### config.mk
export PLATFORM = sky130hd
export DESIGN_NAME = mem_access_unit
export DESIGN_NICKNAME = d
export VERILOG_FILES = /design/src/rtl/mem_access_pkg.sv /design/src/rtl/mem_lane_align.sv /design/src/rtl/mem_access_unit.sv
export SDC_FILE = /design/constraint.sdc
export NUM_CORES = 1
export LEC_CHECK = 0
export BUFFER_PORTS_ARGS = -buffer_cell sky130_fd_sc_hd__buf_2
export CAP_MARGIN = 10
export CORE_UTILIZATION = 50
export CTS_BUF_LIST = sky130_fd_sc_hd__clkbuf_4 sky130_fd_sc_hd__clkbuf_8
export CTS_CLUSTER_DIAMETER = 40
export DETAILED_ROUTE_END_ITERATION = 12
export HOLD_SLACK_MARGIN = 0.08
export PLACE_DENSITY = 0.9
export RECOVER_POWER = 25
export SLEW_MARGIN = 20
export SYNTH_ARGS = -nofsm -noshare
export SYNTH_HDL_FRONTEND = slang
export SYNTH_SLANG_ARGS = --single-unit
### constraint.sdc
create_clock -name clk -period 5.9 [get_ports clk]
set_input_delay 1.18 -clock clk [delete_from_list [all_inputs] [get_ports clk]]
set_output_delay 1.18 -clock clk [all_outputs]
set_load 0.05 [all_outputs]
### src/rtl/mem_access_pkg.sv
// mem_access_pkg: definitions shared by the memory access unit and its lane aligner.
//   size_e     - access size codes as they appear on req_size.
//   state_e    - controller states.
//   req_error  - decides whether a request is rejected without touching memory.
//   word_addr  - word-aligned form of a byte address.
package mem_access_pkg;

  typedef enum logic [1:0] {
    BYTE = 2'd0,
    HALF = 2'd1,
    WORD = 2'd2,
    RSVD = 2'd3
  } size_e;

  typedef enum logic [1:0] {
    IDLE   = 2'd0,
    ACCESS = 2'd1,
    RMW_WR = 2'd2,
    RESP   = 2'd3
  } state_e;

  // The range test is conservative: it uses addr + 3 for every size, so the
  // last three bytes of memory are never reachable, even by byte accesses.
  // The sum is formed in 33 bits so that addresses near 2^32 cannot wrap
  // back into range.
  function automatic logic req_error(input size_e size, input logic [31:0] addr,
                                     input int unsigned mem_bytes);
    logic [32:0] last_byte;
    last_byte = {1'b0, addr} + 33'd3;
    req_error = (size == RSVD)
             || (size == HALF && addr[0])
             || (size == WORD && addr[1:0] != 2'b00)
             || (last_byte >= 33'(mem_bytes));
  endfunction

  function automatic logic [31:0] word_addr(input logic [31:0] addr);
    word_addr = {addr[31:2], 2'b00};
  endfunction

endpackage

### src/rtl/mem_lane_align.sv
// mem_lane_align: purely combinational lane handling for big-endian memory.
//   word_in     in  32  word read from memory
//   offset      in  2   byte offset of the access inside the word
//   size        in  2   access size (size_e)
//   sign_ext    in  1   sign-extend sub-word loads
//   store_data  in  32  right-justified store data
//   load_data   out 32  addressed lane, extended to 32 bits
//   merged_word out 32  word_in with the addressed lane replaced by store_data
// Byte offset k lives in bits [31-8k -: 8]; half offset 0 is [31:16] and
// half offset 2 is [15:0].
module mem_lane_align
  import mem_access_pkg::*;
(
  input  logic [31:0] word_in,
  input  logic [1:0]  offset,
  input  size_e       size,
  input  logic        sign_ext,
  input  logic [31:0] store_data,
  output logic [31:0] load_data,
  output logic [31:0] merged_word
);

  logic [7:0]  lane [4];
  logic [7:0]  sel_byte;
  logic [15:0] sel_half;

  genvar gi;
  generate
    for (gi = 0; gi < 4; gi++) begin : g_lane
      assign lane[gi] = word_in[31-8*gi -: 8];
    end
  endgenerate

  always_comb begin
    sel_byte    = lane[offset];
    sel_half    = offset[1] ? {lane[2], lane[3]} : {lane[0], lane[1]};
    load_data   = word_in;
    merged_word = word_in;
    case (size)
      BYTE: begin
        load_data = {{24{sign_ext & sel_byte[7]}}, sel_byte};
        case (offset)
          2'd0:    merged_word[31:24] = store_data[7:0];
          2'd1:    merged_word[23:16] = store_data[7:0];
          2'd2:    merged_word[15:8]  = store_data[7:0];
          default: merged_word[7:0]   = store_data[7:0];
        endcase
      end
      HALF: begin
        load_data = {{16{sign_ext & sel_half[15]}}, sel_half};
        if (offset[1]) merged_word[15:0]  = store_data[15:0];
        else           merged_word[31:16] = store_data[15:0];
      end
      // A full-word store replaces the whole word.
      WORD:    merged_word = store_data;
      default: ;
    endcase
  end

endmodule

### src/rtl/mem_access_unit.sv
// mem_access_unit: load/store unit between a pipeline and a word-wide data
// memory with a combinational read port and a clock-edge write port.
//   clk, rst                 clock, asynchronous active-high reset
//   req_valid/req_ready      request handshake (ready only when idle)
//   req_write, req_size, req_signed, req_addr, req_wdata   request fields
//   resp_valid, resp_rdata, resp_err                       one-cycle response
//   mem_address, mem_writeData, mem_memwrite, mem_memread, mem_out32
//                            data memory port
// Sub-word stores are done as read-modify-write: the word is read in ACCESS,
// the lane is merged, and the merged word is written in RMW_WR.
// All outputs are registered so that reset clears them immediately.
module mem_access_unit
  import mem_access_pkg::*;
#(
  parameter int unsigned MEM_BYTES = 256
) (
  input  logic        clk,
  input  logic        rst,
  input  logic        req_valid,
  output logic        req_ready,
  input  logic        req_write,
  input  logic [1:0]  req_size,
  input  logic        req_signed,
  input  logic [31:0] req_addr,
  input  logic [31:0] req_wdata,
  output logic        resp_valid,
  output logic [31:0] resp_rdata,
  output logic        resp_err,
  output logic [31:0] mem_address,
  output logic [31:0] mem_writeData,
  output logic        mem_memwrite,
  output logic        mem_memread,
  input  logic [31:0] mem_out32
);

  state_e      state_q, state_d;
  logic        write_q, write_d;
  size_e       size_q, size_d;
  logic        sign_q, sign_d;
  logic [31:0] addr_q, addr_d;
  logic [31:0] wdata_q, wdata_d;

  logic        req_ready_q, req_ready_d;
  logic        resp_valid_q, resp_valid_d;
  logic        resp_err_q, resp_err_d;
  logic [31:0] resp_rdata_q, resp_rdata_d;
  logic        mem_memread_q, mem_memread_d;
  logic        mem_memwrite_q, mem_memwrite_d;
  logic [31:0] mem_address_q, mem_address_d;
  logic [31:0] mem_writeData_q, mem_writeData_d;

  logic [31:0] load_data;
  logic [31:0] merged_word;

  mem_lane_align u_align (
    .word_in     (mem_out32),
    .offset      (addr_q[1:0]),
    .size        (size_q),
    .sign_ext    (sign_q),
    .store_data  (wdata_q),
    .load_data   (load_data),
    .merged_word (merged_word)
  );

  always_comb begin
    state_d         = state_q;
    write_d         = write_q;
    size_d          = size_q;
    sign_d          = sign_q;
    addr_d          = addr_q;
    wdata_d         = wdata_q;
    req_ready_d     = 1'b0;
    resp_valid_d    = 1'b0;
    resp_err_d      = 1'b0;
    resp_rdata_d    = '0;
    mem_memread_d   = 1'b0;
    mem_memwrite_d  = 1'b0;
    mem_address_d   = '0;
    mem_writeData_d = '0;
    case (state_q)
      IDLE: begin
        req_ready_d = 1'b1;
        if (req_valid) begin
          write_d     = req_write;
          size_d      = size_e'(req_size);
          sign_d      = req_signed;
          addr_d      = req_addr;
          wdata_d     = req_wdata;
          req_ready_d = 1'b0;
          if (req_error(size_e'(req_size), req_addr, MEM_BYTES)) begin
            state_d      = RESP;
            resp_valid_d = 1'b1;
            resp_err_d   = 1'b1;
          end else begin
            // Memory strobes for ACCESS are set up here so they are
            // registered outputs during that state.
            state_d       = ACCESS;
            mem_address_d = word_addr(req_addr);
            if (req_write && size_e'(req_size) == WORD) begin
              mem_memwrite_d  = 1'b1;
              mem_writeData_d = req_wdata;
            end else begin
              mem_memread_d = 1'b1;
            end
          end
        end
      end
      ACCESS: begin
        if (write_q && size_q == WORD) begin
          state_d      = RESP;
          resp_valid_d = 1'b1;
        end else if (!write_q) begin
          state_d      = RESP;
          resp_valid_d = 1'b1;
          resp_rdata_d = load_data;
        end else begin
          // Capture the merged word now; mem_out32 is only valid this cycle.
          state_d         = RMW_WR;
          mem_memwrite_d  = 1'b1;
          mem_address_d   = word_addr(addr_q);
          mem_writeData_d = merged_word;
        end
      end
      RMW_WR: begin
        state_d      = RESP;
        resp_valid_d = 1'b1;
      end
      RESP: begin
        state_d     = IDLE;
        req_ready_d = 1'b1;
      end
      default: state_d = IDLE;
    endcase
  end

  always_ff @(posedge clk or posedge rst) begin
    if (rst) begin
      state_q         <= IDLE;
      write_q         <= 1'b0;
      size_q          <= BYTE;
      sign_q          <= 1'b0;
      addr_q          <= '0;
      wdata_q         <= '0;
      req_ready_q     <= 1'b1;
      resp_valid_q    <= 1'b0;
      resp_err_q      <= 1'b0;
      resp_rdata_q    <= '0;
      mem_memread_q   <= 1'b0;
      mem_memwrite_q  <= 1'b0;
      mem_address_q   <= '0;
      mem_writeData_q <= '0;
    end else begin
      state_q         <= state_d;
      write_q         <= write_d;
      size_q          <= size_d;
      sign_q          <= sign_d;
      addr_q          <= addr_d;
      wdata_q         <= wdata_d;
      req_ready_q     <= req_ready_d;
      resp_valid_q    <= resp_valid_d;
      resp_err_q      <= resp_err_d;
      resp_rdata_q    <= resp_rdata_d;
      mem_memread_q   <= mem_memread_d;
      mem_memwrite_q  <= mem_memwrite_d;
      mem_address_q   <= mem_address_d;
      mem_writeData_q <= mem_writeData_d;
    end
  end

  assign req_ready     = req_ready_q;
  assign resp_valid    = resp_valid_q;
  assign resp_err      = resp_err_q;
  assign resp_rdata    = resp_rdata_q;
  assign mem_memread   = mem_memread_q;
  assign mem_memwrite  = mem_memwrite_q;
  assign mem_address   = mem_address_q;
  assign mem_writeData = mem_writeData_q;

endmodule

==> run_results.csv <==
group,metric,value,unit
detailed_routing,vias,6966,
power,peakVddDrop,0.2452,mV
worst_setup_path,ff2ff_path_depth,6,
floorplan,start_util,0.5126,
timing,fin_ws,2.058,ns
global_route,grt_pass1_wl,33870,um
timing,clock_skew,0.01262,ns
global_route,met3_usage,0.07170,
synthesis,syn_area_per_cell,9.608,sq um
timing,slew-limit-headroom,-0.7991,
floorplan,pin_count,204,
detailed_routing,antenna_left,0,
worst_setup_path,required,6.26,ns
run_status,violations,"capacitance limit, slew limit",
detailed_routing,viasPerCell,5.874,
synthesis,synth_edf_count,0,
final_layout,antenna_cells,0,
worst_setup_path,rr_startpoint,"size_q[0]$_DFFE_PP0P_",
worst_setup_path,reg2reg_slack,2.06,ns
global_route,antenna_found_initial,0,
placed_design,place_hpwl,15150,um
worst_setup_path,crit_fanout,47,
floorplan,dieArea,16090,sq um
clocking,cts_resized,0,
synthesis,yosysSeqAreaShare,0.5429,
final_layout,final_net_count,1092,
timing,timing.fmax,260.2,MHz
timing,maxSlewViolCount,145,
worst_setup_path,criticalPathCategory,"reg -> reg",
placed_design,place.gp.congestion,0.9011,
timing,min_period,3.843,ns
detailed_routing,finalWirelength,21430,um
synthesis,synthDistinctLibCells,62,
synthesis,ys_ff_latch,169,
final_layout,layoutNonFillerInstCount,1186,
floorplan,placeableCoreArea,15200,sq um
timing,fin_crit_sh,0.6513,
timing,hold_violations,0,
worst_setup_path,r2r-end,"mem_writeData[28]$_DFF_PP0_",
run_status,run_status,"finished, violations left",
clocking,holdBufCountCts,0,
synthesis,postSynthCellCount,811,
synthesis,async_reset_ff_frac,1.000,
clocking,cts_sinks,169,
global_route,grt_pass1_vias,6499,
global_route,gr-usage-met1,0.3527,
power,powerDensity,485.8,nW/um^2
worst_setup_path,endpoint,"mem_writeData[28]$_DFF_PP0_",
placed_design,post-place-cells,1154,
global_route,grt_max_degree,69,
floorplan,rows,45,
timing,setup_viol,0,
timing,worstMarginPinSlew,2.684,ns
floorplan,die_h,126.8,um
worst_hold_path,hold_path_class,"reg -> reg",
worst_setup_path,arrival,4.20,ns
clocking,path_clk_slew,0.09,ns
floorplan,die_x,126.8,um
detailed_routing,drc,0,
worst_setup_path,critical_path.startpoint,"size_q[0]$_DFFE_PP0P_",
placed_design,place_area,8835,sq um
clocking,ctsRootBufferMaster,"clkbuf_8",
final_layout,final_layout_size_suffix_gt1_frac,0.2756,
clocking,htree_levels,4,
global_route,overflow,0,
power,p_leak,4.965,nW
placed_design,numPortBuffers,201,
worst_setup_path,critPathLaunchType,"flop",
detailed_routing,first_pass_iters,6,
job,maxCapViolations,3,
timing,rsz0062_at_grt,"false",
detailed_routing,drtIter0Drc,767,
placed_design,dpl_worst_slack,2.156,ns
power,fin_total_pwr,4.487,mW
final_layout,synthToLayoutAreaGrowth,18.51,%
clocking,insertion_delay,0.46,ns
final_layout,final_area,9235,sq um
global_route,met2_usage,0.4402,
global_route,grtUsageTotal,0.2743,
clocking,post_cts_buffers,0,
detailed_routing,wl_per_cell,18.07,um
synthesis,synth_area,7792,sq um
global_route,top_usage_layer,"met2",
clocking,numCtsBuffers,17,
timing,tns,0,ns
synthesis,yosysWarnings,0,
clocking,cts_tree,"built",
clocking,clock_path_buffers,2,
worst_setup_path,end_kind,"flop",
synthesis,ys.flop_type,"dfrtp_1",
## routing by layer
layer	vias to the layer above	part of all wire
li1	3156	-
met2	439	0.47
met1	3314	0.39
met3	57	0.10
met4	0	0.034
met5	-	0
## where the power goes
group	switching [mW]	leakage, nW	internal [mW]
Clock	0.446	0.203	0.397
Sequential	0.251	2.24	1.48
Combinational	1.32	2.52	0.587
Total	2.02	4.97	2.47
## worst max-delay path, stage by stage, from the launching register on
cell	delay (ns)
dfrtp_1	0.36
clkbuf_1	1.43
inv_1	0.43
nand2_1	0.28
nand3_1	0.55
buf_4	0.46
o22ai_1	0.22
## registers in the layout (all words and copies together), names as in the netlist
register	cells
size_q	2
resp_err	1
mem_writeData	32
mem_address	30
addr_q	32
resp_rdata	32
mem_memwrite	1
wdata_q	32
mem_memread	1
req_ready	1
state_q	2
write_q	1
sign_q	1
resp_valid	1
## logic make-up after synthesis
logic type,share of synthesized area
simple gates,0.2033
compound gates,0.1670
flops,0.5429
buf+inv,0.04753
mux,0.03019
fa+ha+maj,0.006423
xor+xnor,0.002248
other cells,0.0004812
## cells in the final DEF, fill, tap and decap left out, types with 8 or more instances in the layout
cell type	synthesis	final
dfrtp_1	168	167
a31oi_1	9	9
a21oi_1	37	37
nand3_1	9	9
o21ai_0	17	17
buf_4	3	8
clkbuf_8	0	18
inv_1	24	23
nor2_1	41	41
mux2i_1	19	19
a221oi_1	8	8
o22ai_1	35	35
a22o_1	9	9
a222oi_1	14	14
buf_2	1	201
nand2_1	228	227
and2_1	28	27
a22oi_1	23	23
## layout make-up
| cell class | instances | area [sq um] |
|---|---|---|
| Fill cell | 1303 | 5967 |
| Sequential cell | 169 | 4232 |
| Multi-Input combinational cell | 563 | 3202 |
| Timing Repair Buffer | 210 | 1070 |
| Clock buffer | 18 | 247.7 |
| Tap cell | 188 | 235.2 |
| Clock inverter | 14 | 157.7 |
| Inverter | 24 | 91.34 |
## per-stage QoR
stage                     hold slack, ns  utilization
final                             0.4713       0.6075
after global routing              0.4845       0.6075
after CTS                         0.4757       0.6078
after detailed placement          0.4542       0.5812
after global placement            0.4492       0.5812
after floorplan                   0.4374            -
## worst min-delay path by stage
stage / cells after the start / startpoint / to
floorplan: 2 / addr_q[10]$_DFFE_PP0P_ / addr_q[10]$_DFFE_PP0P_
global placement: 2 / addr_q[18]$_DFFE_PP0P_ / addr_q[18]$_DFFE_PP0P_
detailed placement: 2 / addr_q[26]$_DFFE_PP0P_ / addr_q[26]$_DFFE_PP0P_
CTS: 2 / addr_q[26]$_DFFE_PP0P_ / addr_q[26]$_DFFE_PP0P_
global route: 2 / addr_q[26]$_DFFE_PP0P_ / addr_q[26]$_DFFE_PP0P_
finish: 2 / addr_q[19]$_DFFE_PP0P_ / addr_q[19]$_DFFE_PP0P_
## cell usage after synthesis (3+ instances only)
| cell type | n | area share |
|---|---|---|
| nor3_1 | 7 | 0.0045 |
| a311oi_1 | 3 | 0.0034 |
| nor2b_1 | 4 | 0.0032 |
| buf_6 | 7 | 0.010 |
| o21ai_0 | 17 | 0.011 |
| o2bb2ai_1 | 3 | 0.0034 |
| and3_1 | 5 | 0.0040 |
| mux2i_1 | 19 | 0.024 |
| nand2_1 | 228 | 0.11 |
| a211oi_1 | 3 | 0.0029 |
| and2_1 | 28 | 0.022 |
| o22ai_1 | 35 | 0.028 |
| ha_1 | 4 | 0.0064 |
| a21oi_1 | 37 | 0.024 |
| a22o_1 | 9 | 0.010 |
| a22o_2 | 6 | 0.0077 |
| or3_1 | 3 | 0.0024 |
| o22ai_2 | 7 | 0.011 |
| nor2_1 | 41 | 0.020 |
| buf_4 | 3 | 0.0029 |
| nand3_1 | 9 | 0.0058 |
| clkbuf_1 | 35 | 0.017 |
| buf_1 | 9 | 0.0043 |
| a221oi_1 | 8 | 0.0090 |
| nand4_1 | 4 | 0.0032 |
| o21ai_1 | 3 | 0.0019 |
| and4_1 | 3 | 0.0034 |
| a22oi_1 | 23 | 0.022 |
| a31oi_1 | 9 | 0.0072 |
| dfrtp_1 | 168 | 0.54 |
| a222oi_1 | 14 | 0.018 |
| inv_1 | 24 | 0.012 |
Power figures use the tool's default switching activity.
